--- config.mk ---
export PLATFORM = sky130hd
export DESIGN_NAME = barrel_shift_arbiter
export DESIGN_NICKNAME = d
export VERILOG_FILES = /design/src/rtl/barrel_shift_arbiter.sv
export SDC_FILE = /design/constraint.sdc
export NUM_CORES = 1
export LEC_CHECK = 0
export ABC_AREA = 0
export BUFFER_PORTS_ARGS = -buffer_cell sky130_fd_sc_hd__buf_4
export CAP_MARGIN = 20
export CORE_MARGIN = 8
export CORE_UTILIZATION = 49
export DETAILED_ROUTE_END_ITERATION = 16
export PLACE_DENSITY = 0.84
export SYNTH_ARGS = -nofsm -noshare
export SYNTH_HDL_FRONTEND = slang
export SYNTH_SLANG_ARGS = --single-unit
--- constraint.sdc ---
create_clock -name i_clk -period 2.55 [get_ports i_clk]
set_input_delay 0.51 -clock i_clk [delete_from_list [all_inputs] [get_ports i_clk]]
set_output_delay 0.51 -clock i_clk [all_outputs]
set_load 0.05 [all_outputs]
--- src/rtl/barrel_shift_arbiter.sv ---
// Round-robin front end that feeds one of two requesters into an external
// multi-cycle shifter and steers the registered result back to its owner.
module barrel_shift_arbiter #(
    parameter int unsigned SH_LATENCY = 2
) (
    input  logic        i_clk,
    input  logic        i_res_n,
    input  logic        i_req0_valid,
    output logic        o_req0_ready,
    input  logic [7:0]  i_req0_data,
    input  logic [3:0]  i_req0_shift_emount,
    input  logic        i_req0_direction_right,
    input  logic        i_req1_valid,
    output logic        o_req1_ready,
    input  logic [7:0]  i_req1_data,
    input  logic [3:0]  i_req1_shift_emount,
    input  logic        i_req1_direction_right,
    output logic        o_rsp0_valid,
    output logic        o_rsp1_valid,
    output logic [15:0] o_rsp_out,
    output logic        o_sh_load,
    output logic [7:0]  o_sh_data,
    output logic [3:0]  o_sh_shift_emount,
    output logic        o_sh_direction_right,
    input  logic [15:0] i_sh_out,
    output logic        o_busy,
    output logic        o_grant_id
);

    typedef enum logic [1:0] {
        IDLE = 2'd0,
        LOAD = 2'd1,
        WAIT = 2'd2,
        DONE = 2'd3
    } state_t;

    state_t      state_q, state_d;
    logic [3:0]  cnt_q, cnt_d;
    logic        lastGrant_q, lastGrant_d;
    logic        grantId_q, grantId_d;
    logic [7:0]  cmdData_q, cmdData_d;
    logic [3:0]  cmdAmount_q, cmdAmount_d;
    logic        cmdRight_q, cmdRight_d;
    logic [15:0] rspOut_q, rspOut_d;

    logic        anyValid;
    logic        grantSel;

    // A lone request always wins; a tie goes to whoever was not served last.
    assign anyValid = i_req0_valid | i_req1_valid;
    assign grantSel = (i_req0_valid & i_req1_valid) ? ~lastGrant_q : i_req1_valid;

    // Next-state logic: accept in IDLE, strobe the shifter, count down its
    // latency, capture the result, then present it for a single cycle.
    always_comb begin
        state_d      = state_q;
        cnt_d        = cnt_q;
        lastGrant_d  = lastGrant_q;
        grantId_d    = grantId_q;
        cmdData_d    = cmdData_q;
        cmdAmount_d  = cmdAmount_q;
        cmdRight_d   = cmdRight_q;
        rspOut_d     = rspOut_q;
        o_req0_ready = 1'b0;
        o_req1_ready = 1'b0;
        case (state_q)
            IDLE: begin
                if (anyValid) begin
                    state_d      = LOAD;
                    o_req0_ready = ~grantSel;
                    o_req1_ready = grantSel;
                    lastGrant_d  = grantSel;
                    grantId_d    = grantSel;
                    cmdData_d    = grantSel ? i_req1_data : i_req0_data;
                    cmdAmount_d  = grantSel ? i_req1_shift_emount : i_req0_shift_emount;
                    cmdRight_d   = grantSel ? i_req1_direction_right : i_req0_direction_right;
                end
            end
            LOAD: begin
                state_d = WAIT;
                cnt_d   = 4'(SH_LATENCY);
            end
            WAIT: begin
                cnt_d = cnt_q - 4'd1;
                if (cnt_q == 4'd1) begin
                    state_d  = DONE;
                    rspOut_d = i_sh_out;
                end
            end
            DONE: begin
                state_d = IDLE;
            end
            default: begin
                state_d = IDLE;
            end
        endcase
    end

    // State and command registers; reset leaves the pointer on requester 1
    // so requester 0 wins the first tie.
    always_ff @(posedge i_clk or negedge i_res_n) begin
        if (!i_res_n) begin
            state_q     <= IDLE;
            cnt_q       <= '0;
            lastGrant_q <= 1'b1;
            grantId_q   <= 1'b0;
            cmdData_q   <= '0;
            cmdAmount_q <= '0;
            cmdRight_q  <= 1'b0;
            rspOut_q    <= '0;
        end else begin
            state_q     <= state_d;
            cnt_q       <= cnt_d;
            lastGrant_q <= lastGrant_d;
            grantId_q   <= grantId_d;
            cmdData_q   <= cmdData_d;
            cmdAmount_q <= cmdAmount_d;
            cmdRight_q  <= cmdRight_d;
            rspOut_q    <= rspOut_d;
        end
    end

    assign o_sh_load            = (state_q == LOAD);
    assign o_sh_data            = cmdData_q;
    assign o_sh_shift_emount    = cmdAmount_q;
    assign o_sh_direction_right = cmdRight_q;
    assign o_rsp0_valid         = (state_q == DONE) & ~grantId_q;
    assign o_rsp1_valid         = (state_q == DONE) & grantId_q;
    assign o_rsp_out            = rspOut_q;
    assign o_busy               = (state_q != IDLE);
    assign o_grant_id           = grantId_q;

endmodule
* Word level (Yosys, flattened, before mapping) *
Cells that the tools add are included.

cells by class
  multipliers = 0
  add/subtract/negate cells = 1
  eq/ne operators = 6
  reduce and logical (&&, ||, !) cells = 6
  div/mod/pow operators = 0
  $lt $le $gt $ge = 0
  mux-type cells = 12
  shift-type cells = 0
  bitwise logic cells = 7

operator list
  kind                                                                 number
  8-bit 2-to-1 mux                                                     1
  2-bit case mux with 4 select lines                                   1
  4-bit case mux with 2 select lines                                   1
  1-bit 2-to-1 mux                                                     6
  2-bit AND reduction                                                  3
  2-bit == test (second input constant)                                2
  4-bit by 1-bit == test with 1-bit output (second input constant)     1
  2-bit 2-to-1 mux                                                     2
  4-bit 2-to-1 mux                                                     1
  2-bit inequality test (second input constant)                        2
  2-bit nonzero test                                                   2
  4-bit by 1-bit subtractor with 4-bit output (second input constant)  1
  1-bit bitwise AND                                                    3
  1-bit inverter                                                       3
  2-bit by 1-bit == test with 1-bit output (second input constant)     1
  2-bit logical NOT                                                    1
  1-bit OR                                                             1

storage, ports and cells
  memory bits (read-only) = 0
  input port bits = 46
  bits in registers = 37
  output and inout bits = 36
  latch bits = 0
  word-level logic and storage cells = 40
  memories kept = 0
  memory bits (writable) = 0

* Logic depth before layout (Yosys ltp) *
  depth in word-level cells = 5
  depth in mapped cells = 7
  mapped depth without buffers = 5

* Worst setup path after synthesis *
No wires, ideal clock.

  path type = reg2out
  from = reg state_q[0]
  to = out o_req1_ready
  data required time = 2.040 ns
  arrival = 1.733 ns
  slack = 0.307 ns
  stages on the path, launching flop included = 6
  buffers on the path = 1
  cells stage by stage = dfrtp_1 inv_1 ha_1 buf_2 inv_1 nor2_1

between the ends
  word-level cells in the longest chain between the ends = 2

RTL lines
  element                   RTL line  source
  start: declaration        37        state_t state_q, state_d;
  start signal: assignment  112       state_q <= state_d;
  2-bit logical NOT         66        case (state_q)
  1-bit 2-to-1 mux          66
  end: declaration          14        output logic o_req1_ready,

Every way passes these cells.

* Worst setup path after layout *
  from = reg state_q[0]
  to = out o_req0_ready

between the ends
  word-level cells in the longest chain between the ends = 2

RTL lines
  element            RTL line  source
  2-bit logical NOT  66
  1-bit 2-to-1 mux   66
  end: declaration   9         output logic o_req0_ready,

Every way passes these cells.

==> run metrics <==
result of the run completed; maxcap violations 0; class of the most critical hold timing path input pin to async pin; power share of the combinational group 0.591; peak-usage layer in the global routing report met2; leakage ~1.3 nW; met2 track utilization from global routing 0.264; H-tree Lvls 2; Port-buffer cells 81; slowest cell delay on critical path around 0.43 ns; GRT overflow 0; final setup skew around 0.0075 ns; postcts setup bufs 0; clock latency of the later-clocked register in the worst-skew pair about 0.33 ns; count of final setup violators 0; filler cell count 251; sum of net half-perimeters after detailed placement 3330 um; transition time of the tightest slew-check pin roughly 0.45 ns; violation count after the first detailed-route iteration between 80 and 90; WS Path Type flip-flop to output pin; Area after DPL ~2300 um2; Final Slew Violations 0; post-detailed-route DRC marker count 0; proportion of total power due to net switching 0.498; final wirelength approximately 4200 um; Inserted Clock Buffers 5; starting utilization of the core area 0.506; highest achievable clock rate about 450 MHz; core region area between 3000 and 4000 um2; met1 usage in global routing 0.182; Nets 285; required arrival time at the worst endpoint 2.04 ns; master of the slowest instance on the critical path sky130_fd_sc_hd__dfrtp_1; r2r setup slk 0.77 ns; endpoint class of the critical path output pin; die boundary height approximately 74 um; fraction of met3 tracks used by global routing 0.0553; post-CTS resize count 0; top-level I/O count between 80 and 90; pin count of the biggest net entering global routing 38; power share of the clock group 0.131; Area growth syn-to-layout 44.4%; sequential share of power 0.278; cells on worst reg2reg path 5; power spent charging and discharging nets between 1.5 and 2 mW; mean routed wirelength per cell ~15 um; final critical delay including setup and external delays between 2 and 2.5 ns; cell-by-cell trace of the critical path inv_1 -> ha_1 -> o21ai_1 -> nor2_1 -> buf_4; source of the worst register-to-register timing path state_q[0]$_DFFE_PN0P_; clock-pin slew on the worst setup and hold paths 0.11 ns; clock tree buffer depth 2; number of nets still failing antenna checks after routing 0; number of detailed-route iterations in the first pass 4; count of unique library cells instantiated by Yosys 32; internal cell power roughly 1.9 mW; Placement Rows 21; Die X approximately 74 um; global routing usage summed across all routing layers 0.155; Peak supply drop approximately 940 uV; placer congestion estimate approximately 0.75; hold bufs inserted after CTS 0; Fin Setup TNS 0 ns; destination of the worst register-to-register timing path o_rsp_out[6]$_DFFE_PN0P_; critical path launch point type flip-flop; signal arrival time at the worst endpoint 1.69 ns; warning count from the yosys run 0; maximum fanout encountered on the critical timing path 9; placement-stage worst setup slack roughly 0.72 ns; layout cell share with drive strength beyond 1 0.419; unrepaired setup endpoints after global routing no; CTS tree yes; summed instance area of the synthesized netlist about 1700 um2; Root Buffer Master sky130_fd_sc_hd__clkbuf_4; Finished Cell Area around 2400 um2; number of antenna violations at the first check in global routing 0; post-route fraction of the period consumed by the critical path 0.862; hold violation count in the final report 0; number of nets in the synthesized netlist 203; Worst slew margin 0.699; number of instances in the synthesized netlist between 150 and 200; final worst-path setup slack around 0.35 ns; vias per std cell 5.08; overall die area around 5500 um2; Power Dens Cells between 1500 and 2000 nW/um2; average cell area after synthesis between 10 and 15 um2; Via Count 1,421; Synth Register Bits 37; number of inserted diodes 0; global-route wire length before repair around 6700 um; sequential share of the synthesized area 0.553; Num Clock Sinks 37; vias in the first global route 1,412
worst max path at each step:
stage                                 from            to  slack (ns)
global route        state_q[1]$_DFFE_PN0P_  o_req0_ready        0.19
global placement              i_req0_valid  o_req1_ready        0.73
detailed placement  state_q[0]$_DFFE_PN0P_  o_req0_ready        0.72
finish              state_q[0]$_DFFE_PN0P_  o_req0_ready        0.35
CTS                 state_q[0]$_DFFE_PN0P_  o_req0_ready        0.33
floorplan           state_q[0]$_DFFE_PN0P_  o_req1_ready        0.31
critical path, delay by kind of cell (launching register included):
kind	cells	cell delay (ns)
AOI/OAI and AO/OA	1	0.13
and+or+nand+nor	1	0.17
DFF	1	0.43
adders and majority gates	1	0.29
buffers and inverters	2	0.33
final cells by class:
| class | count | area (um2) | area share |
|---|---|---|---|
| clock inverters | 3 | 65.1 | 0.0269 |
| repair buffers | 83 | 623 | 0.258 |
| flip-flops and latches | 37 | 927 | 0.383 |
| inverters | 8 | 30.0 | 0.0124 |
| multi-input cells | 98 | 678 | 0.280 |
| clock buffers | 5 | 37.5 | 0.0155 |
| well taps | 46 | 57.6 | 0.0238 |
power groups by stage:
stage               combinational, mW  clock (mW)  sequential (mW)
floorplan                       0.710           0             1.88
global placement                 2.20           0             1.04
detailed placement               2.24           0             1.06
CTS                              2.24       0.500             1.05
global route                     2.34       0.525             1.09
finish                           2.22       0.493             1.05
routing by layer:
metal,wire (um),vias up,part of all wire
met2,2040,60,0.48
met4,11,0,0.0026
met5,0,-,0
met1,1790,676,0.42
li1,-,683,-
met3,370,2,0.088
state kept, by name, summed over array words and instances (netlist names):
signal                flops
o_sh_shift_emount         4
lastGrant_q               1
o_sh_data                 8
cnt_q                     4
state_q                   2
o_rsp_out                16
o_grant_id                1
o_sh_direction_right      1
cell families after synthesis:
kind of cell | Yosys count | synth area share
compound gates | 38 | 0.137
simple gates | 37 | 0.109
flops | 37 | 0.553
mux | 17 | 0.114
buf+inv | 16 | 0.0418
fa+ha+maj | 6 | 0.0448
cells in the final DEF (no fill, tap or decap):
cell type and n:
sky130_fd_sc_hd__nor2b_1 1, sky130_fd_sc_hd__mux2_2 3, sky130_fd_sc_hd__clkbuf_4 5, sky130_fd_sc_hd__buf_4 83
sky130_fd_sc_hd__o21ai_0 2, sky130_fd_sc_hd__o21ai_1 1, sky130_fd_sc_hd__nor2_8 1, sky130_fd_sc_hd__bufinv_16 2
sky130_fd_sc_hd__a22oi_1 1, sky130_fd_sc_hd__a21boi_1 1, sky130_fd_sc_hd__nand2_1 11, sky130_fd_sc_hd__or3b_4 1
sky130_fd_sc_hd__or3_1 1, sky130_fd_sc_hd__ha_1 6, sky130_fd_sc_hd__dfrtp_1 36, sky130_fd_sc_hd__inv_1 8
sky130_fd_sc_hd__o2bb2ai_1 1, sky130_fd_sc_hd__a21o_1 1, sky130_fd_sc_hd__and2_1 1, sky130_fd_sc_hd__mux2_1 14
sky130_fd_sc_hd__a21oi_1 23, sky130_fd_sc_hd__nor2_1 15, sky130_fd_sc_hd__clkinv_2 1, sky130_fd_sc_hd__o21a_1 1
sky130_fd_sc_hd__o22a_1 1, sky130_fd_sc_hd__dfstp_2 1, sky130_fd_sc_hd__a221o_1 2, sky130_fd_sc_hd__a21bo_2 1
sky130_fd_sc_hd__and3_1 2, sky130_fd_sc_hd__a31oi_1 2, sky130_fd_sc_hd__o221ai_1 1, sky130_fd_sc_hd__nand3b_1 1
sky130_fd_sc_hd__nand3_1 3
metrics by stage:
stage,utilization,std cells,hold WS (ns),power [mW]
6_report,0.731,280,0.120,3.76
3_5_place_dp,0.700,272,0.476,3.30
2_1_floorplan,-,151,0.214,2.59
4_1_cts,0.731,280,0.128,3.79
3_3_place_gp,0.700,272,0.469,3.25
5_1_grt,0.731,280,0.129,3.96
synth_stat cells:
cell | count | area (um2)
sky130_fd_sc_hd__mux2_1 | 14 | 158
sky130_fd_sc_hd__dfstp_2 | 1 | 26.3
sky130_fd_sc_hd__a21bo_2 | 1 | 10.0
sky130_fd_sc_hd__o21ai_1 | 1 | 5.00
sky130_fd_sc_hd__a21boi_1 | 1 | 7.51
sky130_fd_sc_hd__nor2_8 | 1 | 20.0
sky130_fd_sc_hd__dfrtp_1 | 36 | 901
sky130_fd_sc_hd__o221ai_1 | 1 | 8.76
sky130_fd_sc_hd__ha_1 | 6 | 75.1
sky130_fd_sc_hd__clkbuf_1 | 5 | 18.8
sky130_fd_sc_hd__a22oi_1 | 1 | 7.51
sky130_fd_sc_hd__and2_1 | 1 | 6.26
sky130_fd_sc_hd__or3_1 | 1 | 6.26
sky130_fd_sc_hd__o22a_1 | 1 | 8.76
sky130_fd_sc_hd__inv_1 | 8 | 30.0
sky130_fd_sc_hd__a31oi_1 | 2 | 12.5
sky130_fd_sc_hd__o21a_1 | 1 | 7.51
sky130_fd_sc_hd__buf_6 | 1 | 11.3
sky130_fd_sc_hd__a21o_1 | 1 | 7.51
sky130_fd_sc_hd__nand3_1 | 3 | 15.0
sky130_fd_sc_hd__a221o_1 | 2 | 20.0
sky130_fd_sc_hd__nor2_1 | 15 | 56.3
sky130_fd_sc_hd__nor2b_1 | 1 | 6.26
sky130_fd_sc_hd__and3_1 | 2 | 12.5
sky130_fd_sc_hd__or3b_4 | 1 | 11.3
sky130_fd_sc_hd__a21oi_1 | 23 | 115
sky130_fd_sc_hd__nand2_1 | 11 | 41.3
sky130_fd_sc_hd__o2bb2ai_1 | 1 | 8.76
sky130_fd_sc_hd__mux2_2 | 3 | 33.8
sky130_fd_sc_hd__buf_2 | 2 | 10.0
sky130_fd_sc_hd__o21ai_0 | 2 | 10.0
sky130_fd_sc_hd__nand3b_1 | 1 | 7.51
Note: power is estimated with default switching activity, not from simulation.
